===== config.mk =====
export PLATFORM = sky130hd
export DESIGN_NAME = fpu_ss_wb_arbiter_flat
export DESIGN_NICKNAME = d
export VERILOG_FILES = /design/src/rtl/fpu_ss_pkg.sv /design/src/rtl/fpu_ss_wb_arbiter_if.sv /design/src/rtl/fpu_ss_wb_fifo.sv /design/src/rtl/fpu_ss_wb_arbiter.sv /design/src/flat_wrapper.sv
export SDC_FILE = /design/constraint.sdc
export NUM_CORES = 1
export LEC_CHECK = 0
export ABC_AREA = 1
export BUFFER_PORTS_ARGS = -buffer_cell sky130_fd_sc_hd__buf_2
export CAP_MARGIN = 30
export CELL_PAD_IN_SITES_DETAIL_PLACEMENT = 0
export CELL_PAD_IN_SITES_GLOBAL_PLACEMENT = 1
export CORE_UTILIZATION = 40
export DETAILED_ROUTE_END_ITERATION = 10
export MAX_ROUTING_LAYER = met4
export PLACE_DENSITY_LB_ADDON = 0.25
export SLEW_MARGIN = 20
export SYNTH_ARGS = -nofsm -noshare
export SYNTH_HDL_FRONTEND = slang
export SYNTH_HIERARCHICAL = 1
export SYNTH_SLANG_ARGS = --single-unit

===== constraint.sdc =====
create_clock -name clk_i -period 3.8 [get_ports clk_i]
set_input_delay 0.38 -clock clk_i [delete_from_list [all_inputs] [get_ports clk_i]]
set_output_delay 0.38 -clock clk_i [all_outputs]
set_load 0.05 [all_outputs]

===== src/rtl/fpu_ss_pkg.sv =====
// Types and constants shared across the FPU subsystem write-back logic.
package fpu_ss_pkg;

  localparam int XLEN = 32;

  typedef struct packed {
    logic [4:0]      addr;
    logic [XLEN-1:0] data;
  } fpr_wb_t;

endpackage


===== src/rtl/fpu_ss_wb_arbiter_if.sv =====
// Handshake bundle between the FPU, the load-return path, the core integer
// write-back port and the write-back arbiter.
interface fpu_ss_wb_arbiter_if;
  import fpu_ss_pkg::*;

  logic            fpu_out_valid_i;
  logic            fpu_out_ready_o;
  logic            fpu_rd_is_fpr_i;
  logic [4:0]      fpu_waddr_i;
  logic [XLEN-1:0] fpu_result_i;

  logic            mem_result_valid_i;
  logic [4:0]      mem_waddr_i;
  logic [XLEN-1:0] mem_result_i;

  logic            int_wb_valid_o;
  logic            int_wb_ready_i;
  logic [4:0]      int_wb_addr_o;
  logic [XLEN-1:0] int_wb_data_o;

  // Driven by the FPU / memory / core side.
  modport master (
    output fpu_out_valid_i, fpu_rd_is_fpr_i, fpu_waddr_i, fpu_result_i,
    output mem_result_valid_i, mem_waddr_i, mem_result_i, int_wb_ready_i,
    input  fpu_out_ready_o, int_wb_valid_o, int_wb_addr_o, int_wb_data_o
  );

  // Seen by the arbiter.
  modport slave (
    input  fpu_out_valid_i, fpu_rd_is_fpr_i, fpu_waddr_i, fpu_result_i,
    input  mem_result_valid_i, mem_waddr_i, mem_result_i, int_wb_ready_i,
    output fpu_out_ready_o, int_wb_valid_o, int_wb_addr_o, int_wb_data_o
  );

endinterface


===== src/rtl/fpu_ss_wb_fifo.sv =====
// Small load-result FIFO with a combinational head; flags pushes that find no slot.
module fpu_ss_wb_fifo
  import fpu_ss_pkg::*;
#(
  parameter int DEPTH = 2
) (
  input  logic                     clk_i,
  input  logic                     rst_ni,
  input  logic                     push_i,
  input  fpr_wb_t                  data_i,
  input  logic                     pop_i,
  output fpr_wb_t                  data_o,
  output logic [$clog2(DEPTH):0]   cnt_o,
  output logic                     full_o,
  output logic                     empty_o,
  output logic                     drop_o
);

  localparam int AW = $clog2(DEPTH);
  localparam int CW = AW + 1;

  fpr_wb_t         mem_q [DEPTH];
  logic [AW-1:0]   wr_ptr_q, wr_ptr_d;
  logic [AW-1:0]   rd_ptr_q, rd_ptr_d;
  logic [CW-1:0]   cnt_q, cnt_d;
  logic            do_push, do_pop;

  assign full_o  = (cnt_q == CW'(DEPTH));
  assign empty_o = (cnt_q == '0);
  assign cnt_o   = cnt_q;
  assign data_o  = mem_q[rd_ptr_q];

  // A pop in the same cycle frees the slot a full-FIFO push lands in.
  assign do_pop  = pop_i & ~empty_o;
  assign do_push = push_i & (~full_o | do_pop);
  assign drop_o  = push_i & full_o & ~do_pop;

  always_comb begin
    wr_ptr_d = wr_ptr_q;
    rd_ptr_d = rd_ptr_q;
    cnt_d    = cnt_q;
    if (do_push) wr_ptr_d = wr_ptr_q + AW'(1);
    if (do_pop)  rd_ptr_d = rd_ptr_q + AW'(1);
    cnt_d = cnt_q + CW'(do_push) - CW'(do_pop);
  end

  always_ff @(posedge clk_i) begin
    if (!rst_ni) begin
      wr_ptr_q <= '0;
      rd_ptr_q <= '0;
      cnt_q    <= '0;
    end else begin
      wr_ptr_q <= wr_ptr_d;
      rd_ptr_q <= rd_ptr_d;
      cnt_q    <= cnt_d;
    end
  end

  always_ff @(posedge clk_i) begin
    if (do_push) mem_q[wr_ptr_q] <= data_i;
  end

endmodule


===== src/rtl/fpu_ss_wb_arbiter.sv =====
// Merges FPU and load results onto the single FPR write port and forwards
// integer-destined FPU results to the core write-back handshake.
module fpu_ss_wb_arbiter
  import fpu_ss_pkg::*;
#(
  parameter int LD_BUF_DEPTH = 2,
  parameter int STARVE_LIMIT = 4
) (
  input  logic                            clk_i,
  input  logic                            rst_ni,
  fpu_ss_wb_arbiter_if.slave              wb,
  output logic                            fpr_we_o,
  output logic [4:0]                      fpr_waddr_o,
  output logic [XLEN-1:0]                 fpr_wdata_o,
  output logic [$clog2(LD_BUF_DEPTH):0]   ld_buf_cnt_o,
  output logic                            ld_buf_full_o,
  output logic                            overflow_o
);

  localparam int SW = $clog2(STARVE_LIMIT + 1);

  logic            fpr_we_q, fpr_we_d;
  logic [4:0]      fpr_waddr_q, fpr_waddr_d;
  logic [XLEN-1:0] fpr_wdata_q, fpr_wdata_d;
  logic [SW-1:0]   starve_cnt_q, starve_cnt_d;
  logic            overflow_q, overflow_d;

  logic    fpu_req, fpu_grant, starve_hit;
  logic    fifo_push, fifo_pop, fifo_empty, fifo_drop, bypass;
  fpr_wb_t mem_wb, head_wb;

  assign fpu_req    = wb.fpu_out_valid_i & wb.fpu_rd_is_fpr_i;
  assign starve_hit = (starve_cnt_q == SW'(STARVE_LIMIT));
  assign fpu_grant  = fpu_req & (starve_hit | (fifo_empty & ~wb.mem_result_valid_i));

  // Integer results bypass arbitration entirely; the FPU holds them until taken.
  assign wb.int_wb_valid_o  = wb.fpu_out_valid_i & ~wb.fpu_rd_is_fpr_i;
  assign wb.int_wb_addr_o   = wb.fpu_waddr_i;
  assign wb.int_wb_data_o   = wb.fpu_result_i;
  assign wb.fpu_out_ready_o = wb.fpu_rd_is_fpr_i ? fpu_grant : wb.int_wb_ready_i;

  // Buffered loads drain before new ones so write order matches arrival order.
  assign fifo_pop  = ~fpu_grant & ~fifo_empty;
  assign bypass    = ~fpu_grant & fifo_empty & wb.mem_result_valid_i;
  assign fifo_push = wb.mem_result_valid_i & (~fifo_empty | fpu_grant);
  assign mem_wb    = '{addr: wb.mem_waddr_i, data: wb.mem_result_i};

  fpu_ss_wb_fifo #(
    .DEPTH (LD_BUF_DEPTH)
  ) u_ld_buf (
    .clk_i   (clk_i),
    .rst_ni  (rst_ni),
    .push_i  (fifo_push),
    .data_i  (mem_wb),
    .pop_i   (fifo_pop),
    .data_o  (head_wb),
    .cnt_o   (ld_buf_cnt_o),
    .full_o  (ld_buf_full_o),
    .empty_o (fifo_empty),
    .drop_o  (fifo_drop)
  );

  always_comb begin
    fpr_we_d     = 1'b0;
    fpr_waddr_d  = fpr_waddr_q;
    fpr_wdata_d  = fpr_wdata_q;
    starve_cnt_d = '0;
    overflow_d   = overflow_q | fifo_drop;

    if (fpu_grant) begin
      fpr_we_d    = 1'b1;
      fpr_waddr_d = wb.fpu_waddr_i;
      fpr_wdata_d = wb.fpu_result_i;
    end else if (fifo_pop) begin
      fpr_we_d    = 1'b1;
      fpr_waddr_d = head_wb.addr;
      fpr_wdata_d = head_wb.data;
    end else if (bypass) begin
      fpr_we_d    = 1'b1;
      fpr_waddr_d = wb.mem_waddr_i;
      fpr_wdata_d = wb.mem_result_i;
    end

    if (fpu_req & ~fpu_grant)
      starve_cnt_d = starve_hit ? starve_cnt_q : starve_cnt_q + SW'(1);
  end

  always_ff @(posedge clk_i) begin
    if (!rst_ni) begin
      fpr_we_q     <= 1'b0;
      fpr_waddr_q  <= '0;
      fpr_wdata_q  <= '0;
      starve_cnt_q <= '0;
      overflow_q   <= 1'b0;
    end else begin
      fpr_we_q     <= fpr_we_d;
      fpr_waddr_q  <= fpr_waddr_d;
      fpr_wdata_q  <= fpr_wdata_d;
      starve_cnt_q <= starve_cnt_d;
      overflow_q   <= overflow_d;
    end
  end

  assign fpr_we_o    = fpr_we_q;
  assign fpr_waddr_o = fpr_waddr_q;
  assign fpr_wdata_o = fpr_wdata_q;
  assign overflow_o  = overflow_q;

endmodule


===== src/flat_wrapper.sv =====
// flat-port wrapper written by rule: the top's interface ports become plain ports
module fpu_ss_wb_arbiter_flat import fpu_ss_pkg::*;
#(
  parameter int LD_BUF_DEPTH = 2,
  parameter int STARVE_LIMIT = 4
)
  (clk_i, rst_ni, fpr_we_o, fpr_waddr_o, fpr_wdata_o, ld_buf_cnt_o, ld_buf_full_o, overflow_o, wb_fpu_out_valid_i, wb_fpu_rd_is_fpr_i, wb_fpu_waddr_i, wb_fpu_result_i, wb_mem_result_valid_i, wb_mem_waddr_i, wb_mem_result_i, wb_int_wb_ready_i, wb_fpu_out_ready_o, wb_int_wb_valid_o, wb_int_wb_addr_o, wb_int_wb_data_o);
  fpu_ss_wb_arbiter_if wb_i ();
  input  logic clk_i;
  input  logic rst_ni;
  output logic fpr_we_o;
  output logic [4:0] fpr_waddr_o;
  output logic [XLEN-1:0] fpr_wdata_o;
  output logic [$clog2(LD_BUF_DEPTH):0] ld_buf_cnt_o;
  output logic ld_buf_full_o;
  output logic overflow_o;
  input wire logic [$bits(wb_i.fpu_out_valid_i)-1:0] wb_fpu_out_valid_i;
  input wire logic [$bits(wb_i.fpu_rd_is_fpr_i)-1:0] wb_fpu_rd_is_fpr_i;
  input wire logic [$bits(wb_i.fpu_waddr_i)-1:0] wb_fpu_waddr_i;
  input wire logic [$bits(wb_i.fpu_result_i)-1:0] wb_fpu_result_i;
  input wire logic [$bits(wb_i.mem_result_valid_i)-1:0] wb_mem_result_valid_i;
  input wire logic [$bits(wb_i.mem_waddr_i)-1:0] wb_mem_waddr_i;
  input wire logic [$bits(wb_i.mem_result_i)-1:0] wb_mem_result_i;
  input wire logic [$bits(wb_i.int_wb_ready_i)-1:0] wb_int_wb_ready_i;
  output wire logic [$bits(wb_i.fpu_out_ready_o)-1:0] wb_fpu_out_ready_o;
  output wire logic [$bits(wb_i.int_wb_valid_o)-1:0] wb_int_wb_valid_o;
  output wire logic [$bits(wb_i.int_wb_addr_o)-1:0] wb_int_wb_addr_o;
  output wire logic [$bits(wb_i.int_wb_data_o)-1:0] wb_int_wb_data_o;
  assign wb_i.fpu_out_valid_i = wb_fpu_out_valid_i;
  assign wb_i.fpu_rd_is_fpr_i = wb_fpu_rd_is_fpr_i;
  assign wb_i.fpu_waddr_i = wb_fpu_waddr_i;
  assign wb_i.fpu_result_i = wb_fpu_result_i;
  assign wb_i.mem_result_valid_i = wb_mem_result_valid_i;
  assign wb_i.mem_waddr_i = wb_mem_waddr_i;
  assign wb_i.mem_result_i = wb_mem_result_i;
  assign wb_i.int_wb_ready_i = wb_int_wb_ready_i;
  assign wb_fpu_out_ready_o = wb_i.fpu_out_ready_o;
  assign wb_int_wb_valid_o = wb_i.int_wb_valid_o;
  assign wb_int_wb_addr_o = wb_i.int_wb_addr_o;
  assign wb_int_wb_data_o = wb_i.int_wb_data_o;
  fpu_ss_wb_arbiter #(.LD_BUF_DEPTH(LD_BUF_DEPTH), .STARVE_LIMIT(STARVE_LIMIT)) u_core (.clk_i(clk_i), .rst_ni(rst_ni), .wb(wb_i), .fpr_we_o(fpr_we_o), .fpr_waddr_o(fpr_waddr_o), .fpr_wdata_o(fpr_wdata_o), .ld_buf_cnt_o(ld_buf_cnt_o), .ld_buf_full_o(ld_buf_full_o), .overflow_o(overflow_o));
endmodule

==> results.toml <==
[timing]
worst_slew_pin_slew_ns = 0.857
drv_slew = 0
final_hold_viol_count = 0
clock_skew_ns = 0.00952
report.final.setup_viol = 0
rsz0062_at_grt = "false"
period_minus_slack_ns = 2.83
slew_headroom_pct = 42.8
fin_setup_tns_ns = 0
max_freq_ghz = 0.353
fin_crit_sh_pct = 74.5

[clock_network]
cts_tree = "built"
htreeDepth = 4
clk_pin_slew_worst_paths_ns = 0.05
worst_skew_pair.late_latency_ns = 0.42
cts_root_buf = "clkbuf_16"
cts_made_buffers = 17
post_cts_buffers = 0
clkSinkCount = 121
cts_resized = 0
cts_max_path_buffers = 2
hold_buffers = 0

[global_routing]
grt_pass1_wl_mm = 22.1
antenna_found_initial = 0
grt_max_degree = 53
grtUsageTotal_pct = 19.1
grt_pass1_vias = 4221
grt_overflow_total = 0

[power_and_ir_drop]
power.leakage_nw = 3.32
power_density_mw_per_mm2 = 734
vdd_drop_max_v = 0.000416

[worst_setup_path]
crit_slowest_cell = "buf_4"
cp-end-kind = "output port"
cp_max_fo = 52
max_stage_delay_ns = 0.48
crit_arrival_ns = 2.45
critical_path.most_common_cell = "nand2_2"
crit_type = "reg2out"
crit_chain = "inv_1, ha_1, nand2_1, nand2_2, nand2_2, buf_4, o21ai_0, buf_2"
crit_required_ns = 3.42
reg2reg_depth = 8
crit_cells = 8
cp_num_buf_inv = 3
cpLargestDelayFamily = "buffers and inverters"
cp-start-kind = "register"

[final_layout]
final_common_cell = "buf_2"
drive_gt1_share_pct = 34.3
synthToLayoutAreaGrowth_pct = 19.1
fin_util_pct = 49.1
final_cell_mix = "buf_2, nand2_1, edfxtp_1, nand3_1, inv_1"
nNetsFinal = 807
antenna_cells = 0

[logic_synthesis]
synth_area_leader_cell = "edfxtp_1"
synth_top_area_share_pct = 36.9
syn_inst = 605
ys_ff_latch = 121
synth_cell_type_count = 27
synth.avg_cell_area_um2 = 9.94
ys_warn_count = 6
ys_seq_area_share_pct = 52.6
syn-cell-area_mm2 = 0.00602
syn_nets = 688
synth_area_leaders = "edfxtp_1, dfxtp_1, mux2_4, nand2_1, nand3_1"

[detailed_routing]
detail_route.wl_per_cell_um = 15.1
ant_nets = 0
via_count = 4468
viasPerCell = 4.85
drt-initial-drc-count = 243
wl_mm = 13.9
drcViolationCount = 0
firstDrtPassIters = 5

[floorplan]
initial_core_util_pct = 41.2
die_y_um = 125
fp-row-count = 44
pin_count = 161
die_x_um = 125
fp.dieArea_mm2 = 0.0155
core_mm2 = 0.0146

[hold_path]
hold_depth = 1
min_path_type = "in2reg"

[placed_design]
place_congestion = 0.745
hpwl_mm = 9.30
io_buffers = 160

[outcome]
status = "finished, final reports clean"

[job]
cap_violations = 0
==> final cells by class <==
type	instances	area, um^2
Fill cell	1407	7420
Sequential cell	121	3160
Multi-Input combinational cell	357	2130
Timing Repair Buffer	169	868
Clock buffer	23	458
Tap cell	184	230
Inverter	58	218
Clock inverter	9	100
==> path summary, 6_finish.rpt <==
| check | startpoint | endpoint | slack [ns] |
|---|---|---|---|
| worst max-delay path | u_core/starve_cnt_q[1] | wb_fpu_out_ready_o | 0.97 |
| worst min-delay path | wb_mem_result_i[11] | u_core/u_ld_buf/mem_q[1][11] | 0.17 |
| worst max register to register | u_core/u_ld_buf/cnt_o[1] | u_core/fpr_wdata_o[17] | 1.02 |
| worst min register to register | u_core/fpr_wdata_o[24] | u_core/fpr_wdata_o[24] | 0.45 |
==> worst register-to-register path: cells and delay by family (launching register included) <==
family | cells | cell delay, ns
simple gates | 6 | 1.83
buf+inv | 2 | 0.55
flops | 1 | 0.35
==> cell families after synthesis <==
group / after synthesis / synth area share, %
and+or+nand+nor: 280 / 22.0
buffers and inverters: 127 / 12.3
DFF: 121 / 52.6
muxes: 37 / 8.80
AOI/OAI and AO/OA: 36 / 3.58
adders and majority gates: 3 / 0.624
xor gates and xnor gates: 1 / 0.146
==> per-layer routing <==
layer	routed length, um	part of all wire (%)	global-route usage, %
met5	0	0	-
met3	823	5.9	5.58
met1	6300	45	23.1
met2	6620	47	30.5
met4	205	1.5	6.45
==> cells in the mapped netlist, drive strengths merged <==
cell type    n
nand2      124
nor2        45
xnor2        1
o21ai       21
inv         58
edfxtp      74
nand3b      37
nand3       68
o211ai       5
or2          5
ha           3
dfxtp       47
clkbuf       6
nand4        1
mux2        37
buf         63
a21oi       10
==> registers in the layout, summed over array words and instances, names as in the netlist, 2 cells and up, named ones only <==
| register | count |
|---|---|
| u_core/u_ld_buf/mem_q | 74 |
| u_core/fpr_wdata_o | 32 |
| u_core/fpr_waddr_o | 5 |
| u_core/starve_cnt_q | 3 |
| u_core/u_ld_buf/cnt_o | 2 |
==> stage by stage <==
step                      power [W]  area, um^2  hold slack [ns]  worst slack [ns]  std cells
after floorplan             0.00336        6020            0.417            0.0670        605
after global placement      0.00375        6610            0.428              1.08        889
after detailed placement    0.00378        6610            0.439             0.969        889
after CTS                   0.00532        7160            0.151             0.935        921
after global routing        0.00555        7160            0.147             0.723        921
final                       0.00526        7160            0.172             0.968        921
==> power breakdown <==
| part | internal [W] | total (W) | switching, W | leakage, nW |
|---|---|---|---|---|
| clock network | 0.000974 | 0.00152 | 0.000547 | 0.272 |
| logic | 0.000565 | 0.00195 | 0.00138 | 1.98 |
| registers | 0.00167 | 0.00179 | 0.000121 | 1.06 |
No activity file was read; power rests on OpenSTA's default activity.
